--- src/rtl/fixed_point_mac_if.sv ---
// Beat and result handshake bundle for fixed_point_mac.
// master drives operands and result-ready; slave is the MAC.
interface fixed_point_mac_if #(
    parameter int W = 33
);
    logic [W-1:0] a_in;
    logic [W-1:0] b_in;
    logic         valid_in;
    logic         last_in;
    logic         ready_out;
    logic [W-1:0] y_out;
    logic         valid_out;
    logic         ready_in;
    logic         overflow_out;

    modport master (
        output a_in, b_in, valid_in, last_in, ready_in,
        input  ready_out, y_out, valid_out, overflow_out
    );

    modport slave (
        input  a_in, b_in, valid_in, last_in, ready_in,
        output ready_out, y_out, valid_out, overflow_out
    );
endinterface

--- src/rtl/fixed_point_mac.sv ---
// Streaming sign-magnitude fixed-point MAC with saturated dot-product output.
// Optional FXP_MAC_ROUND_EN: round-half-up product magnitude instead of truncating.
module fixed_point_mac #(
    parameter int sign      = 1,
    parameter int q_m       = 16,
    parameter int q_n       = 16,
    parameter int ACC_GUARD = 8
) (
    input  logic             clk_i,
    input  logic             reset_i,
    fixed_point_mac_if.slave bus
);
    localparam int MW = q_m + q_n;
    localparam int W  = sign + MW;
    localparam int FW = 2 * MW;
    localparam int PW = 2 * q_m + q_n;
    localparam int AW = PW + 1 + ACC_GUARD;

    logic          w_stall;
    logic          w_take;
    logic [MW-1:0] w_a_mag;
    logic [MW-1:0] w_b_mag;
    logic [FW-1:0] w_full;
    logic [FW-1:0] w_rnd;
    logic [PW-1:0] w_pmag;
    logic          w_psign;

    logic          r_p_valid;
    logic          r_p_last;
    logic          r_p_sign;
    logic [PW-1:0] r_p_mag;

    logic [AW-1:0] r_acc;
    logic          r_first;
    logic [AW-1:0] w_ext;
    logic [AW-1:0] w_term;
    logic [AW-1:0] w_base;
    logic [AW-1:0] w_acc_next;
    logic [AW-1:0] w_abs;
    logic          w_neg;
    logic          w_ovf;
    logic [MW-1:0] w_mag;
    logic          w_ysign;

    logic [W-1:0]  r_y;
    logic          r_ovf;
    logic          r_vout;

    assign w_stall       = r_vout && !bus.ready_in;
    assign w_take        = bus.valid_in && !w_stall;
    assign bus.ready_out = !w_stall;

    assign w_a_mag = bus.a_in[MW-1:0];
    assign w_b_mag = bus.b_in[MW-1:0];
    assign w_full  = FW'(w_a_mag) * FW'(w_b_mag);

`ifdef FXP_MAC_ROUND_EN
    assign w_rnd = w_full + (FW'(1) << (q_n - 1));
`else
    assign w_rnd = w_full;
`endif

    assign w_pmag  = w_rnd[FW-1:q_n];
    assign w_psign = (bus.a_in[W-1] ^ bus.b_in[W-1]) && (|w_pmag);

    always_ff @(posedge clk_i) begin
        if (reset_i) begin
            r_p_valid <= 1'b0;
            r_p_last  <= 1'b0;
            r_p_sign  <= 1'b0;
            r_p_mag   <= '0;
        end else if (!w_stall) begin
            r_p_valid <= w_take;
            if (w_take) begin
                r_p_last <= bus.last_in;
                r_p_sign <= w_psign;
                r_p_mag  <= w_pmag;
            end
        end
    end

    assign w_ext      = AW'(r_p_mag);
    assign w_term     = r_p_sign ? -w_ext : w_ext;
    assign w_base     = r_first ? '0 : r_acc;
    assign w_acc_next = w_base + w_term;

    // Saturate on the absolute value so both signs clip to full-scale magnitude.
    assign w_neg   = w_acc_next[AW-1];
    assign w_abs   = w_neg ? -w_acc_next : w_acc_next;
    assign w_ovf   = |w_abs[AW-1:MW];
    assign w_mag   = w_ovf ? '1 : w_abs[MW-1:0];
    assign w_ysign = w_neg && (|w_mag);

    always_ff @(posedge clk_i) begin
        if (reset_i) begin
            r_acc   <= '0;
            r_first <= 1'b1;
        end else if (!w_stall && r_p_valid) begin
            r_acc   <= w_acc_next;
            r_first <= r_p_last;
        end
    end

    always_ff @(posedge clk_i) begin
        if (reset_i) begin
            r_y    <= '0;
            r_ovf  <= 1'b0;
            r_vout <= 1'b0;
        end else if (!w_stall && r_p_valid && r_p_last) begin
            r_y    <= {w_ysign, w_mag};
            r_ovf  <= w_ovf;
            r_vout <= 1'b1;
        end else if (r_vout && bus.ready_in) begin
            r_vout <= 1'b0;
        end
    end

    assign bus.y_out        = r_y;
    assign bus.overflow_out = r_ovf;
    assign bus.valid_out    = r_vout;
endmodule

--- src/flat_wrapper.sv ---
// flat-port wrapper written by rule: the top's interface ports become plain ports
module fixed_point_mac_flat 
#(
    parameter int sign      = 1,
    parameter int q_m       = 16,
    parameter int q_n       = 16,
    parameter int ACC_GUARD = 8
)
  (clk_i, reset_i, bus_a_in, bus_b_in, bus_valid_in, bus_last_in, bus_ready_in, bus_ready_out, bus_y_out, bus_valid_out, bus_overflow_out);
  fixed_point_mac_if #(.W(33)) bus_i ();
  input  logic clk_i;
  input  logic reset_i;
  input wire logic [$bits(bus_i.a_in)-1:0] bus_a_in;
  input wire logic [$bits(bus_i.b_in)-1:0] bus_b_in;
  input wire logic [$bits(bus_i.valid_in)-1:0] bus_valid_in;
  input wire logic [$bits(bus_i.last_in)-1:0] bus_last_in;
  input wire logic [$bits(bus_i.ready_in)-1:0] bus_ready_in;
  output wire logic [$bits(bus_i.ready_out)-1:0] bus_ready_out;
  output wire logic [$bits(bus_i.y_out)-1:0] bus_y_out;
  output wire logic [$bits(bus_i.valid_out)-1:0] bus_valid_out;
  output wire logic [$bits(bus_i.overflow_out)-1:0] bus_overflow_out;
  assign bus_i.a_in = bus_a_in;
  assign bus_i.b_in = bus_b_in;
  assign bus_i.valid_in = bus_valid_in;
  assign bus_i.last_in = bus_last_in;
  assign bus_i.ready_in = bus_ready_in;
  assign bus_ready_out = bus_i.ready_out;
  assign bus_y_out = bus_i.y_out;
  assign bus_valid_out = bus_i.valid_out;
  assign bus_overflow_out = bus_i.overflow_out;
  fixed_point_mac #(.sign(sign), .q_m(q_m), .q_n(q_n), .ACC_GUARD(ACC_GUARD)) u_core (.clk_i(clk_i), .reset_i(reset_i), .bus(bus_i));
endmodule
--- config.mk ---
export PLATFORM = sky130hd
export DESIGN_NAME = fixed_point_mac_flat
export DESIGN_NICKNAME = d
export VERILOG_FILES = /design/src/rtl/fixed_point_mac_if.sv /design/src/rtl/fixed_point_mac.sv /design/src/flat_wrapper.sv
export SDC_FILE = /design/constraint.sdc
export NUM_CORES = 2
export LEC_CHECK = 0
export ABC_AREA = 0
export CORE_MARGIN = 2
export CORE_UTILIZATION = 40
export CTS_BUF_LIST = sky130_fd_sc_hd__clkbuf_8 sky130_fd_sc_hd__clkbuf_16
export DETAILED_ROUTE_END_ITERATION = 6
export PLACE_DENSITY = 0.55
export SYNTH_ARGS = -nofsm -noshare
export SYNTH_HDL_FRONTEND = slang
export SYNTH_SLANG_ARGS = --single-unit
--- constraint.sdc ---
create_clock -name clk_i -period 21.5 [get_ports clk_i]
set_input_delay 2.15 -clock clk_i [delete_from_list [all_inputs] [get_ports clk_i]]
set_output_delay 2.15 -clock clk_i [all_outputs]
set_load 0.02 [all_outputs]
### Word level (Yosys, flattened, before mapping)

Index checks and enable logic that the tools add are counted.

| storage, ports and cells | value |
|---|---|
| register bits | 144 |
| input port bits | 71 |
| output and inout bits | 36 |
| word-level logic and storage cells | 35 |

| cells by class | value |
|---|---|
| $add $sub $neg | 3 |
| multiply operators | 1 |
| mux-type cells | 6 |
| bitwise logic cells | 2 |
| reductions and logical operators | 14 |

Operators with widths:

| operator | count |
|---|---|
| two-way mux 57 bit | 3 |
| multiplier 32 x 32 -> 64 bit | 1 |
| adder 57 bit | 1 |
| negation 48 -> 57 bit | 1 |
| negation 57 bit | 1 |
| OR reduction 48 bit | 1 |
| two-way mux 32 bit | 1 |
| OR reduction 32 bit | 1 |
| OR reduction 25 bit | 1 |
| logical AND 1 bit | 7 |
| logical NOT 1 bit | 2 |
| two-way mux 1 bit | 2 |
| AND reduction 2 bit | 1 |
| nonzero test 2 bit | 1 |
| inverter 1 bit | 1 |
| XOR 1 bit | 1 |

### Longest topological paths before layout

| logic depth | value |
|---|---|
| depth in word-level cells | 9 |
| gate-level depth with buffers | 33 |
| mapped depth without buffers | 32 |

### Worst setup path after synthesis

Ideal clock, no wire load.

| timing path | value |
|---|---|
| path type | input-to-reg |
| start | input bus_a_in[21] |
| end | register u_core.r_p_sign |
| library setup time | 0.130 ns |
| arrival time | 10.251 ns |
| required time | 21.370 ns |
| path slack | 11.118 ns |
| stages on the path | 28 |
| path buffers | 1 |
| cell sequence | clkbuf_1 > nand2_1 > fa_1 > fa_1 > fa_1 > fa_1 > inv_1 > fa_1 > fa_1 > fa_1 > inv_1 > fa_1 > inv_1 > ha_1 > a21o_1 > a221oi_1 > o21ai_0 > a221o_1 > a21o_1 > a211oi_1 > o211ai_1 > xnor2_1 > nand2_1 > or4b_2 > nor4b_1 > nand2_1 > nor4_1 > o41ai_1 |

| between the ends | value |
|---|---|
| longest elaborated chain between the ends | 3 |

Ends and longest elaborated chain:

| what | line | RTL |
|---|---|---|
| from (decl) | flat_wrapper.sv:13 | `input wire logic [$bits(bus_i.a_in)-1:0] bus_a_in;` |
| multiplier 32 x 32 -> 64 bit | fixed_point_mac.sv:55 | `assign w_full = FW'(w_a_mag) * FW'(w_b_mag);` |
| OR reduction 48 bit | fixed_point_mac.sv:64 | `assign w_psign = (bus.a_in[W-1] ^ bus.b_in[W-1]) && (\|w_pmag);` |
| logical AND 1 bit | fixed_point_mac.sv:64 |  |
| to (signal assigned) | fixed_point_mac.sv:76 | `r_p_sign <= w_psign;` |
| to (decl) | fixed_point_mac.sv:30 | `logic r_p_sign;` |

Every way passes these cells.
A chain may end at the register's enable or synchronous reset.

### Worst setup path after layout

| timing path | value |
|---|---|
| start | input bus_a_in[12] |
| end | register u_core.r_p_sign |

Same word-level chain as after synthesis.

==> summary.md <==
| Metric | Value |
|---|---|
| Synth warnings | `0` |
| GRT Residual Overflow | `0` |
| DRC | `0` |
| Number of synthesized flops with an enable pin | `0` |
| Status | `completed` |
| Fill cell count | `11,452` |
| Tmin final | `11.47 ns` |
| Total number of vias | `35,911` |
| Sequential cell area | `2890 µm²` |
| Detailed Routing Iterations Pass 1 | `5` |
| Placed wire-length estimate | `106,000 µm` |
| Worst-Skew Late Latency | `0.45 ns` |
| Max-slew violation count | `0` |
| #FFs+latches synth | `144` |
| Mapped Cells | `5,365` |
| Post-synth top cells | `inv_1, fa_1, nand2_1` |
| # H-tree levels | `4` |
| CTS tree | `yes` |
| Clk sinks | `144` |
| Setup CP Type | `primary input to flop` |
| Slowest CP cell | `or4b_2` |
| TritonCTS Buffers | `17` |
| Mapped Area | `45,300 µm²` |
| Clock root buffer | `clkbuf_16` |
| Async SR Flop Fraction | `0%` |
| Synth top area cells | `fa_1, ha_1, and2_1` |
| Highest clock rate | `87.2 MHz` |
| Gr usage total | `24.0%` |
| Maxcap violations | `0` |
| RSZ-0062 raised after global routing | `no` |
| Synth unique cells | `87` |
| CP Launch Point | `bus_a_in[12]` |
| Drt via density | `5.31` |
| Gpl congestion | `0.891` |
| Die area | `116,000 µm²` |
| Post-CTS Setup Repair Bufs | `0` |
| Row Count | `123` |
| Crit end category | `flop` |
| Maximum number of pins on one net before global-route repair | `73` |
| Most frequent cell after synthesis | `inv_1` |
| Routed length per instance | `20.1 µm` |
| CP max stage delay | `0.61 ns` |
| Reg-to-reg startpoint | `u_core.r_p_mag[0]` |
| Initial Utilization | `40.3%` |
| Clock skew | `0.0112 ns` |
| Footprint of the multi-input gates | `37,700 µm²` |
| Slew HR | `17.1%` |
| Setup TNS Final | `0 ns` |
| Core box area | `112,000 µm²` |
| I/O pin total | `107` |
| DR iter-0 viols | `2,185` |
| # hold bufs at CTS | `0` |
| Worst endpoint required time | `21.81 ns` |
| Final nets | `6,528` |
| CTS Buffer Depth | `2` |
| Vias in the first global route | `37,826` |
| Area grow syn2layout | `6.11%` |
| Layout cells sized above 1 | `3.01%` |
| Die Y | `340 µm` |
| Crit start category | `primary input` |
| Worst Hold Launch | `u_core.r_acc[4]` |
| Least-Margin Pin Slew | `1.23 ns` |
| Post-Syn Nets | `6,650` |
| HP Class | `flop to flop` |
| Die width | `340 µm` |
| Worst-path clk slew | `0.06 ns` |
| # resized after CTS | `0` |
| Endpoints failing setup | `0` |
| Mean post-synth cell area | `8.44 µm²` |
| WP data arrival | `11.78 ns` |
| DRT Wirelength | `136,000 µm` |
| Global-route wire length before repair | `219,000 µm` |
| Final-report hold violation count | `0` |
| Ys flop type | `dfxtp_1` |
| Part of the Yosys area used for sequential elements | `6.37%` |
| Initial antenna violation count | `3` |
| Post-route ant nets | `0` |
| CP Max Fanout | `33` |
| Final Cycle Share | `53.4%` |
| Critical Path Most Common Cell | `fa_1` |
| Port Buffers | `106` |
| Largest area contributor in the netlist | `fa_1` |
| Area fraction of the dominant cell type after synthesis | `39.6%` |
==> final timing paths <==
path / endpoint / slack [ns] / depth (start not counted)
setup / recovery: u_core.r_p_sign / 10.03 / 32
hold / removal: u_core.r_acc[4] / 0.45 / 2
setup reg to reg: u_core.bus.y_out[10] / 12.59 / 23
hold reg to reg: u_core.r_acc[4] / 0.45 / 2
==> cells in the final DEF, fill, tap and decap left out, types with 49 or more instances in the layout <==
master           count
buf_4               72
o21ai_0            145
ha_1               318
nor2b_1             70
nand4_1             49
fa_1               896
and2_1             621
a31oi_1             53
xnor2_1            119
clkdlybuf4s50_1     94
dfxtp_1            142
nor2_1             181
inv_1              927
a21oi_1            238
nand2_1            687
==> flip-flops by register name, indices dropped and copies added, names as in the netlist <==
| name | cells |
|---|---|
| u_core.r_first | 1 |
| u_core.r_p_sign | 1 |
| u_core.bus.valid_out | 1 |
| u_core.bus.y_out | 33 |
| u_core.r_p_last | 1 |
| u_core.r_acc | 57 |
| u_core.r_p_mag | 48 |
| u_core.r_p_valid | 1 |
| u_core.bus.overflow_out | 1 |
==> layer usage <==
| metal | up-vias | GRT usage (%) | part of all wire (%) |
|---|---|---|---|
| li1 | 16512 | - | - |
| met1 | 18163 | 34.6 | 47 |
| met2 | 1111 | 37.9 | 44 |
| met3 | 125 | 4.12 | 7.1 |
| met4 | 0 | 4.38 | 1.6 |
| met5 | - | 0 | 0 |
==> worst max-delay path, delay by kind of cell <==
kind                     cells  cell delay [ns]
adder cells (fa/ha/maj)      9             4.29
AO/OA/AOI/OAI                8             2.13
AND/OR/NAND/NOR              6             1.69
buffers and inverters        8             1.25
XOR/XNOR                     1             0.27
==> per-stage QoR <==
step	instances	utilization [%]	setup WS (ns)	hold slack (ns)	cell area, µm²
3_5_place_dp	6724	42.2	9.53	0.442	47400
6_report	6759	42.7	10.03	0.449	48000
5_1_grt	6756	42.7	9.35	0.464	48000
4_1_cts	6755	42.7	10.01	0.450	48000
2_1_floorplan	5365	-	11.12	0.432	45300
3_3_place_gp	6724	42.2	9.63	0.437	47400
==> cells by family (layout without fill, tap and decap cells) <==
group / Yosys count / count (layout) / share of synthesized area [%]
flops: 144 / 144 / 6.37
fa+ha+maj: 1214 / 1214 / 48.4
compound gates: 714 / 714 / 10.0
buf+inv: 1246 / 1136 / 10.4
simple gates: 1875 / 1875 / 21.4
mux: 9 / 9 / 0.207
xor+xnor: 163 / 163 / 3.17
other cells: 0 / 4 / 0
==> final cells by class <==
type,count,share of cell area (%)
clock buffers,19,0.943
flip-flops and latches,144,6.01
inverters,928,7.25
clock inverters,12,0.234
well taps,1500,3.91
diodes,4,0.0208
multi-input cells,3975,78.4
repair buffers,177,3.20
Power is left out: the tool's default activity adds up to more than one toggle a clock period on the data nets, which glitch-free logic cannot reach.
